$ cat src/rtl/pram_loader.sv
// Write side of the 32x64 program RAM: packs pairs of host words into instructions.
// Optional XOR checksum of written instructions when PRAM_LOADER_CHECKSUM_EN is defined.
module pram_loader #(
    parameter int IN_W   = 32,
    parameter int DATA_W = 64,
    parameter int ADDR_W = 11,
    parameter int DEPTH  = 32
) (
    input  logic              clk,
    input  logic              reset_n,
    input  logic              start,
    input  logic [ADDR_W-1:0] base_addr,
    input  logic [5:0]        num_instr,
    input  logic              s_valid,
    input  logic [IN_W-1:0]   s_data,
    output logic              s_ready,
    output logic              pram_wea,
    output logic [ADDR_W-1:0] pram_waddr,
    output logic [DATA_W-1:0] pram_wdata,
    output logic              busy,
    output logic              done,
    output logic              err_range,
    output logic [5:0]        instr_cnt,
    output logic [DATA_W-1:0] chk_out
);

    typedef enum logic [2:0] {
        S_IDLE,
        S_LO,
        S_HI,
        S_WR,
        S_DONE
    } state_t;

    state_t state_q, state_d;

    logic [ADDR_W-1:0] base_q, base_d;
    logic [5:0]        num_q, num_d;
    logic [IN_W-1:0]   lo_q, lo_d;
    logic [5:0]        cnt_d;
    logic              ready_d, busy_d, done_d, err_d, wea_d;
    logic [ADDR_W-1:0] waddr_d;
    logic [DATA_W-1:0] wdata_d;

    logic              hs;
    logic              range_bad;
    logic              accept;
    logic [ADDR_W:0]   range_sum;

    assign hs        = s_valid && s_ready;
    // Range check is one bit wider than the address so base+num cannot wrap.
    assign range_sum = {1'b0, base_addr} + (ADDR_W+1)'(num_instr);
    assign range_bad = range_sum > (ADDR_W+1)'(DEPTH);
    assign accept    = (state_q == S_IDLE) && start && !range_bad;

    always_ff @(posedge clk or negedge reset_n) begin
        if (!reset_n) begin
            state_q <= S_IDLE;
        end else begin
            state_q <= state_d;
        end
    end

    always_comb begin
        state_d = state_q;
        unique case (state_q)
            S_IDLE: begin
                if (accept) begin
                    state_d = (num_instr == '0) ? S_DONE : S_LO;
                end
            end
            S_LO:   if (hs) state_d = S_HI;
            S_HI:   if (hs) state_d = S_WR;
            // instr_cnt already holds the post-write count while in WR.
            S_WR:   state_d = (instr_cnt == num_q) ? S_DONE : S_LO;
            S_DONE: state_d = S_IDLE;
            default: state_d = S_IDLE;
        endcase
    end

    always_comb begin
        ready_d = (state_d == S_LO) || (state_d == S_HI);
        busy_d  = (state_d != S_IDLE);
        done_d  = (state_q == S_DONE);
        err_d   = (state_q == S_IDLE) && start && range_bad;
        wea_d   = (state_q == S_HI) && hs;
        waddr_d = pram_waddr;
        wdata_d = pram_wdata;
        cnt_d   = instr_cnt;
        base_d  = base_q;
        num_d   = num_q;
        lo_d    = lo_q;
        if (accept && (num_instr != '0)) begin
            base_d = base_addr;
            num_d  = num_instr;
            cnt_d  = '0;
        end
        if ((state_q == S_LO) && hs) begin
            lo_d = s_data;
        end
        if (wea_d) begin
            waddr_d = base_q + ADDR_W'(instr_cnt);
            wdata_d = {s_data, lo_q};
            cnt_d   = instr_cnt + 6'd1;
        end
    end

`ifdef PRAM_LOADER_CHECKSUM_EN
    logic [DATA_W-1:0] chk_q, chk_d;

    always_comb begin
        chk_d = chk_q;
        if (accept && (num_instr != '0)) begin
            chk_d = '0;
        end else if (wea_d) begin
            chk_d = chk_q ^ wdata_d;
        end
    end

    always_ff @(posedge clk or negedge reset_n) begin
        if (!reset_n) begin
            chk_q <= '0;
        end else begin
            chk_q <= chk_d;
        end
    end

    assign chk_out = chk_q;
`else
    assign chk_out = '0;
`endif

    always_ff @(posedge clk or negedge reset_n) begin
        if (!reset_n) begin
            s_ready    <= 1'b0;
            busy       <= 1'b0;
            done       <= 1'b0;
            err_range  <= 1'b0;
            pram_wea   <= 1'b0;
            pram_waddr <= '0;
            pram_wdata <= '0;
            instr_cnt  <= '0;
            base_q     <= '0;
            num_q      <= '0;
            lo_q       <= '0;
        end else begin
            s_ready    <= ready_d;
            busy       <= busy_d;
            done       <= done_d;
            err_range  <= err_d;
            pram_wea   <= wea_d;
            pram_waddr <= waddr_d;
            pram_wdata <= wdata_d;
            instr_cnt  <= cnt_d;
            base_q     <= base_d;
            num_q      <= num_d;
            lo_q       <= lo_d;
        end
    end

endmodule

$ cat config.mk
export PLATFORM = sky130hd
export DESIGN_NAME = pram_loader
export DESIGN_NICKNAME = d
export VERILOG_FILES = /design/src/rtl/pram_loader.sv
export SDC_FILE = /design/constraint.sdc
export NUM_CORES = 1
export LEC_CHECK = 0
export CAP_MARGIN = 15
export CORE_ASPECT_RATIO = 1.2
export CORE_UTILIZATION = 42
export CTS_BUF_LIST = sky130_fd_sc_hd__clkbuf_4 sky130_fd_sc_hd__clkbuf_8 sky130_fd_sc_hd__clkbuf_16
export CTS_CLUSTER_DIAMETER = 40
export DETAILED_ROUTE_END_ITERATION = 6
export PLACE_DENSITY_LB_ADDON = 0.3
export SLEW_MARGIN = 20
export SYNTH_ARGS = -nofsm -noshare
export SYNTH_HDL_FRONTEND = slang
export SYNTH_SLANG_ARGS = --single-unit
$ cat constraint.sdc
create_clock -name clk -period 2.2 [get_ports clk]
set_input_delay 0.33 -clock clk [delete_from_list [all_inputs] [get_ports clk]]
set_output_delay 0.33 -clock clk [all_outputs]
set_load 0.01 [all_outputs]
### Yosys cells after proc, flatten, opt, wreduce, memory -nomap -nowiden

Cells that the tools add are included.

* equal/unequal tests: 7
* multiplexer cells: 8
* reduce and logical (&&, ||, !) cells: 14
* $add $sub $neg: 3
* order comparisons: 1

Operators with widths (number)
* $mux W3: 5
* $add A11 B6 Y12: 1
* $gt A12 B6 Y1 const B: 1
* $mux W6: 2
* $pmux W3 S4: 1
* $add A11 B6 Y11: 1
* $eq A3 B2 Y1 const B: 3
* $logic_and A1 B1 Y1: 7
* $add A6 B1 Y6 const B: 1
* $eq A3 B1 Y1 const B: 2
* $eq A6 B6 Y1: 1
* $logic_not A6 Y1: 1
* $reduce_bool A6 Y1: 1
* $eq A3 B3 Y1 const B: 1
* $logic_not A3 Y1: 1
* $reduce_bool A3 Y1: 1
* $reduce_bool A2 Y1: 1
* $logic_not A1 Y1: 1
* $logic_or A1 B1 Y1: 1

* output and inout bits: 150
* bits in registers: 138
* bits of input ports: 53

### Longest topological paths before layout

Gate-level depths: netlist (run 1).

* depth after elaboration: 8
* gate-level depth with buffers: 11
* gate-level depth less buffers: 10

### Worst setup path after synthesis (run 1)

Ideal clock, no wire load.

* kind: input to register
* from: in base_addr[0]
* to: reg base_q[0]
* arrival time: 2537 ps
* data required time: 2075 ps
* setup time: 125 ps
* stages: 10
* path slack: -462 ps
* cells stage by stage: ha_1 -> fa_1 -> a211oi_1 -> or4b_1 -> nand4_1 -> a2111oi_2 -> and4_1 -> buf_6 -> buf_12 -> mux2_4

* longest elaborated chain between the ends: 5

RTL lines
* from (decl): RTL line 12 `input logic [ADDR_W-1:0] base_addr,`
* $add A11 B6 Y12: RTL line 52 `assign range_sum = {1'b0, base_addr} + (ADDR_W+1)'(num_instr);`
* $gt A12 B6 Y1: RTL line 53 `assign range_bad = range_sum > (ADDR_W+1)'(DEPTH);`
* $logic_not A1 Y1: RTL line 54 `assign accept = (state_q == S_IDLE) && start && !range_bad;`
* $logic_and A1 B1 Y1: RTL line 54
* $logic_and A1 B1 Y1: RTL line 93 `if (accept && (num_instr != '0)) begin`
* to (signal assigned): RTL line 155 `base_q <= base_d;`
* to (decl): RTL line 37 `logic [ADDR_W-1:0] base_q, base_d;`

Parallel ways exist; a longest one is shown, timed or not.
A chain may end at the register's enable or synchronous reset.

### Worst setup path in the final report (run 1)

* from: in num_instr[0]
* to: reg num_q[1]

* longest elaborated chain between the ends: 5
* elaborated cells on any way between the ends: 6
* classes of those cells: add/sub (1); order compare (1); reduce/logical (4)

RTL lines
* from (decl): RTL line 13 `input logic [5:0] num_instr,`
* $add A11 B6 Y12: RTL line 52
* $gt A12 B6 Y1: RTL line 53
* $logic_not A1 Y1: RTL line 54
* $logic_and A1 B1 Y1: RTL line 54
* $logic_and A1 B1 Y1 *: RTL line 93
* to (signal assigned): RTL line 156 `num_q <= num_d;`
* to (decl): RTL line 38 `logic [5:0] num_q, num_d;`

Mark *: on every way between the ends. The rest lies on a longest branch, timed or not.

==> impl_metrics.toml, run 1 <==
[setup_path]
critPathKind = "in -> reg"
required_ps = 2490
worstPathArrival_ps = 2670
crit_fanout = 7
worstSetupEndpointType = "flip-flop"
worst_setup_path_start_kind = "input pin"
r2r_cells = 10

[pwr]
finalPower_mw = 10.3
ir_drop_mv = 0.525
p_leak_nw = 4.36
power_density_mw_per_mm2 = 1140

[synth]
synth-main-ff-cell = "dfrtp_1"
yosys.cell_types.count = 48
postSynth.asyncResetShare_pct = 100
syn_avg_cell_area_um2 = 10.0
synth_edf_count = 0
ys.warnings.count = 0
synth-seq-cells = 138
synthCells = 647
yosysSeqAreaShare_pct = 53.3
synth_area_mm2 = 0.00648

[status]
violations = "setup timing"
status = "finished, violations left"

[clocking]
cts_root_buf = "clkbuf_16"
htreeDepth = 4
cts_hold_buf = 0
clk_latency_ps = 410
clock_sinks = 138
cts_buffer_depth = 2
cts_tree = "yes"
cts_buffers = 17
clk_pin_slew_ps = 60

[detailed_routing]
drcViolationCount = 0
routedWlPerCell_um = 14.5
wl_um = 15200
vias = 4954
drt_iter0_markers = 332
vias_per_cell = 4.73
drtPass1Iterations = 4
detail-route-antenna-nets = 0

[floorplan]
die_x_um = 115
dieArea_mm2 = 0.0159
fp-row-count = 49
core_area_mm2 = 0.0150
start_util_pct = 43.1
io_pins = 203
dieHeight_um = 138

[grt]
grt_max_degree = 139
grt_pass1_vias = 4984
antenna_found_initial = 0
grt_pass1_wl_um = 24300
overflow = 0
grt_use_total_pct = 19.4

[layout]
layout_commonest_cell = "nand2_1"
syn2layout_area_growth_pct = 40.2
utilization_pct = 60.5
layout.cells.non_filler = 1048
drive_above_1_share_pct = 20.1
mostFrequentLayoutCells = "219 x nand2_1, 138 x dfrtp_1, 125 x clkdlybuf4s50_1, 64 x conb_1, 41 x buf_4"
nets = 899
antennaDiodeCount = 0

[sta]
fin_setup_tns_ps = -2000
rsz0062_at_grt = "true"
worst_slew_pin_slew_ps = 729
setup_violations = 21
slew_headroom_pct = 51.4
slew_violations = 0
hold_viol_final = 0
fin_crit_ps = 2380
clock_skew_ps = 10.3
fin_ws_ps = -179
fin_crit_sh_pct = 108
fmax_ghz = 0.420

[job]
drv_cap = 0

[placed_design]
port_buffers = 138
dp_hpwl_um = 10300
post-place-cells = 1007
gp_congestion = 0.849

[worst_hold_path]
hp-class = "in -> async"
## cells by family after synthesis
logic type | synth area share [%]
AO/OA/AOI/OAI | 5.95
XOR/XNOR | 2.16
adder cells (fa/ha/maj) | 3.13
buffers and inverters | 9.92
flip-flops | 53.3
multiplexers | 7.47
other | 0.0579
AND/OR/NAND/NOR | 18.0
## cell type report
cell class	instances	area, µm²
clock buffer	17	425
clock inverter	15	176
fill	1253	5930
inverter	11	41.3
multi-input combinational	473	2860
sequential	138	3450
tap	204	255
timing repair buffer	190	1880
## state kept, by name, summed over array words and instances, names as in the netlist
| register | cells |
|---|---|
| state_q | 3 |
| busy | 1 |
| num_q | 6 |
| done | 1 |
| instr_cnt | 6 |
| s_ready | 1 |
| base_q | 11 |
| pram_wdata | 64 |
| pram_waddr | 11 |
| pram_wea | 1 |
| lo_q | 32 |
| err_range | 1 |
## what timing repair did
| action | CTS | global route |
|---|---|---|
| buffers inserted | 9 | 1 |
| pin swaps | 17 | 14 |
| cloned | 2 | 0 |
| endpoints found under the setup margin | 26 | 30 |
| gates resized for setup | 53 | 31 |
## stage by stage
stage / cell area [µm²] / setup WS (ps) / hold slack (ps)
floorplan: 6740 / -276 / 34.4
global placement: 8180 / -893 / 441
detailed placement: 8180 / -942 / 457
CTS: 8990 / -167 / 45.1
global route: 9090 / -194 / 34.4
finish: 9090 / -179 / 1.68
## final timing paths
check                             start        endpoint  slack [ps]
max in group asynchronous       reset_n         lo_q[8]        1640
max                        num_instr[0]        num_q[1]        -180
min reg2reg                    lo_q[16]  pram_wdata[16]         460
min in group clk           base_addr[0]       base_q[0]         160
min                             reset_n  pram_wdata[17]           2
max reg2reg                   base_q[0]   pram_waddr[8]         110
## layer usage
metal / vias up / track usage (%) / share of wire (%)
met5: - / 0 / 0
met4: 0 / 6.90 / 2.2
met3: 20 / 4.38 / 4.6
met2: 152 / 34.0 / 52
met1: 2424 / 22.9 / 41
li1: 2358 / - / -
## cells in the mapped netlist (all sizes together) (2+ instances only)
cell | count | share of area [%]
a21boi | 2 | 0.23
and3 | 3 | 0.37
xnor2 | 8 | 1.1
o211ai | 5 | 0.58
nor4 | 3 | 0.29
a211oi | 4 | 0.46
and3b | 3 | 0.41
a22o | 2 | 0.27
o21ai | 22 | 1.7
a211o | 2 | 0.27
buf | 68 | 8.1
inv | 11 | 0.64
nand4 | 2 | 0.19
xor2 | 8 | 1.1
nand2b | 4 | 0.39
dfrtp | 138 | 53
or3 | 5 | 0.56
a21o | 2 | 0.23
ha | 13 | 2.5
nand3 | 5 | 0.39
o31ai | 2 | 0.23
clkbuf | 20 | 1.2
nor3 | 5 | 0.39
nor2 | 9 | 0.52
fa | 2 | 0.62
nand2 | 220 | 13
mux2 | 41 | 7.5
and4 | 3 | 0.41
nor2b | 8 | 0.77
a21oi | 16 | 1.2
## power by group
group          total (mW)  internal (mW)  leakage (nW)  switching, mW
registers            4.01           3.49          1.80          0.524
clock network        2.89           1.72         0.296           1.18
logic                3.42           1.93          2.27           1.49
total                10.3           7.14          4.36           3.19
## critical path, cell delays in order
cell and delay, ps:
buf_8 100, ha_4 160, fa_2 370, a211oi_2 250, or4b_1 160, nand4_1 170
a2111oi_4 360, and4_4 330, buf_12 140, mux2_4 300
(Power assumes the default switching activity.)
==> inputs of run 2 (changes only) <==
--- a/config.mk
+++ b/config.mk
@@ -12,7 +12,7 @@
 export CTS_CLUSTER_DIAMETER = 40
 export DETAILED_ROUTE_END_ITERATION = 6
 export PLACE_DENSITY_LB_ADDON = 0.3
-export SLEW_MARGIN = 20
+export SKIP_CTS_REPAIR_TIMING = 1
 export SYNTH_ARGS = -nofsm -noshare
 export SYNTH_HDL_FRONTEND = slang
 export SYNTH_SLANG_ARGS = --single-unit
==> run 2 against run 1 <==
Critical path type unchanged. Count of clock-buffer cells in the layout is the same. Largest cell class unchanged. The run still ends with setup timing left. Hold slack gained 7.5 ps. Maximum frequency shrank 4.8%. Final area shrank 0.25%. Largest power group unchanged. Sequential share of layout area grew 0.094 points.
==> impl_metrics.toml, run 2 (synthesis results as in run 1) <==
[detailed_routing]
drt_iter0_markers = 344
routedWlPerCell_um = 14.5
vias = 4959
vias_per_cell = 4.73
wl_um = 15200
drcViolationCount = 0
detail-route-antenna-nets = 0
drtPass1Iterations = 4

[pwr]
pwr-share-clk_pct = 27.9
swShare_pct = 30.8
power_frac_seq_pct = 38.9
ir_drop_mv = 0.526
p_leak_nw = 4.44
p_int_mw = 7.14
comb_power_share_pct = 33.2
power_switching_mw = 3.19
power_density_mw_per_mm2 = 1140

[placed_design]
placed_cell_area_mm2 = 0.00818
port_buffers = 138
gp_congestion = 0.849
dp_hpwl_um = 10300

[sta]
slew_violations = 0
clock_skew_ps = 9.37
fin_setup_tns_ps = -4700
fin_crit_sh_pct = 114
worst_slew_pin_slew_ps = 718
rsz0062_at_grt = "true"
hold_slack_ps = 9.13
slew_headroom_pct = 52.1
fin_crit_ps = 2500
hold_viol_final = 0
setup_violations = 24
fmax_ghz = 0.400
fin_ws_ps = -300

[job]
drv_cap = 0

[grt]
grt_max_degree = 139
grt_pass1_wl_um = 23600
antenna_found_initial = 0
overflow = 0
grt_pass1_vias = 4901
grt_use_total_pct = 18.8

[floorplan]
dieHeight_um = 138
core_area_mm2 = 0.0150
start_util_pct = 43.1
io_pins = 203
die_x_um = 115
fp-row-count = 49
dieArea_mm2 = 0.0159

[setup_path]
required_ps = 2490
r2r-start = "base_q[0]"
path_cells = "buf_8 -> ha_4 -> fa_2 -> a211oi_4 -> or4b_1 -> nand4_1 -> a2111oi_4 -> and4_4 -> clkbuf_16 -> mux2_4"
crit_fanout = 6
worst_setup_path_start_kind = "input pin"
cpPeakStageDelay_ps = 400
worstPathArrival_ps = 2790
worstSetupEndpointType = "flip-flop"
cp_num_buf_inv = 2
crit_path_start = "num_instr[0]"
crit_family = "compound AO/OA/AOI/OAI gates"
crit_slowest_cell = "a2111oi_4"
critPathKind = "in -> reg"

[clocking]
htreeDepth = 4
cts_tree = "yes"
cts_buffers = 17
clk_latency_ps = 410
cts_root_buf = "clkbuf_16"
clk_pin_slew_ps = 60
cts_buffer_depth = 2
clock_sinks = 138

[layout]
nets = 899
fin_area_mm2 = 0.00906
antennaDiodeCount = 0
largest_reg_flops = 64
largestRegisters = "pram_wdata: 64 flops, lo_q: 32 flops"
mostFrequentLayoutCells = "220 x nand2_1, 138 x dfrtp_1, 125 x clkdlybuf4s50_1, 64 x conb_1, 44 x buf_4"
utilization_pct = 60.3
layout_commonest_cell = "nand2_1"
syn2layout_area_growth_pct = 39.9
top_register = "pram_wdata"
drive_above_1_share_pct = 18.8

[status]
status = "finished, violations left"
violations = "setup timing"

[worst_hold_path]
hp-class = "in -> async"
run 2: per-stage QoR:
step	total power, mW	worst slack (ps)	cells
CTS	10.3	-503	1039
finish	10.3	-300	1048
global route	10.9	-338	1048
detailed placement	7.39	-942	1007
global placement	7.25	-893	1007
floorplan	5.56	-276	710
run 2: routing by layer:
metal / up-vias / part of all wire (%) / GRT usage (%)
met2: 155 / 52 / 33.0
met1: 2426 / 42 / 22.2
li1: 2358 / - / -
met4: 0 / 1.7 / 6.49
met5: - / 0 / 0
met3: 20 / 4.6 / 4.25
run 2: cell type report:
| type | instances | area [µm²] |
|---|---|---|
| fillers | 1241 | 5960 |
| repair buffers | 190 | 1900 |
| well taps | 204 | 255 |
| inverters | 11 | 41.3 |
| multi-input cells | 473 | 2810 |
| flip-flops and latches | 138 | 3450 |
| clock buffers | 17 | 425 |
| clock inverters | 15 | 176 |
run 2: power groups by stage:
stage                     clock (mW)  sequential (mW)  combinational (mW)
after floorplan                    0             4.28                1.28
after global placement             0             4.01                3.24
after detailed placement           0             4.06                3.33
after CTS                       2.95             4.02                3.36
after global routing            3.05             4.13                3.75
final                           2.89             4.01                3.43
run 2: path summary, 6_finish.rpt:
path	slack, ps	endpoint	cells past startpoint
hold / removal	9	pram_wdata[20]	2
setup / recovery	-300	base_q[2]	10
setup reg to reg	80	pram_waddr[10]	10
hold reg to reg	460	pram_wdata[1]	2
max in group asynchronous	1650	lo_q[8]	2
min in group clk	160	base_q[0]	2
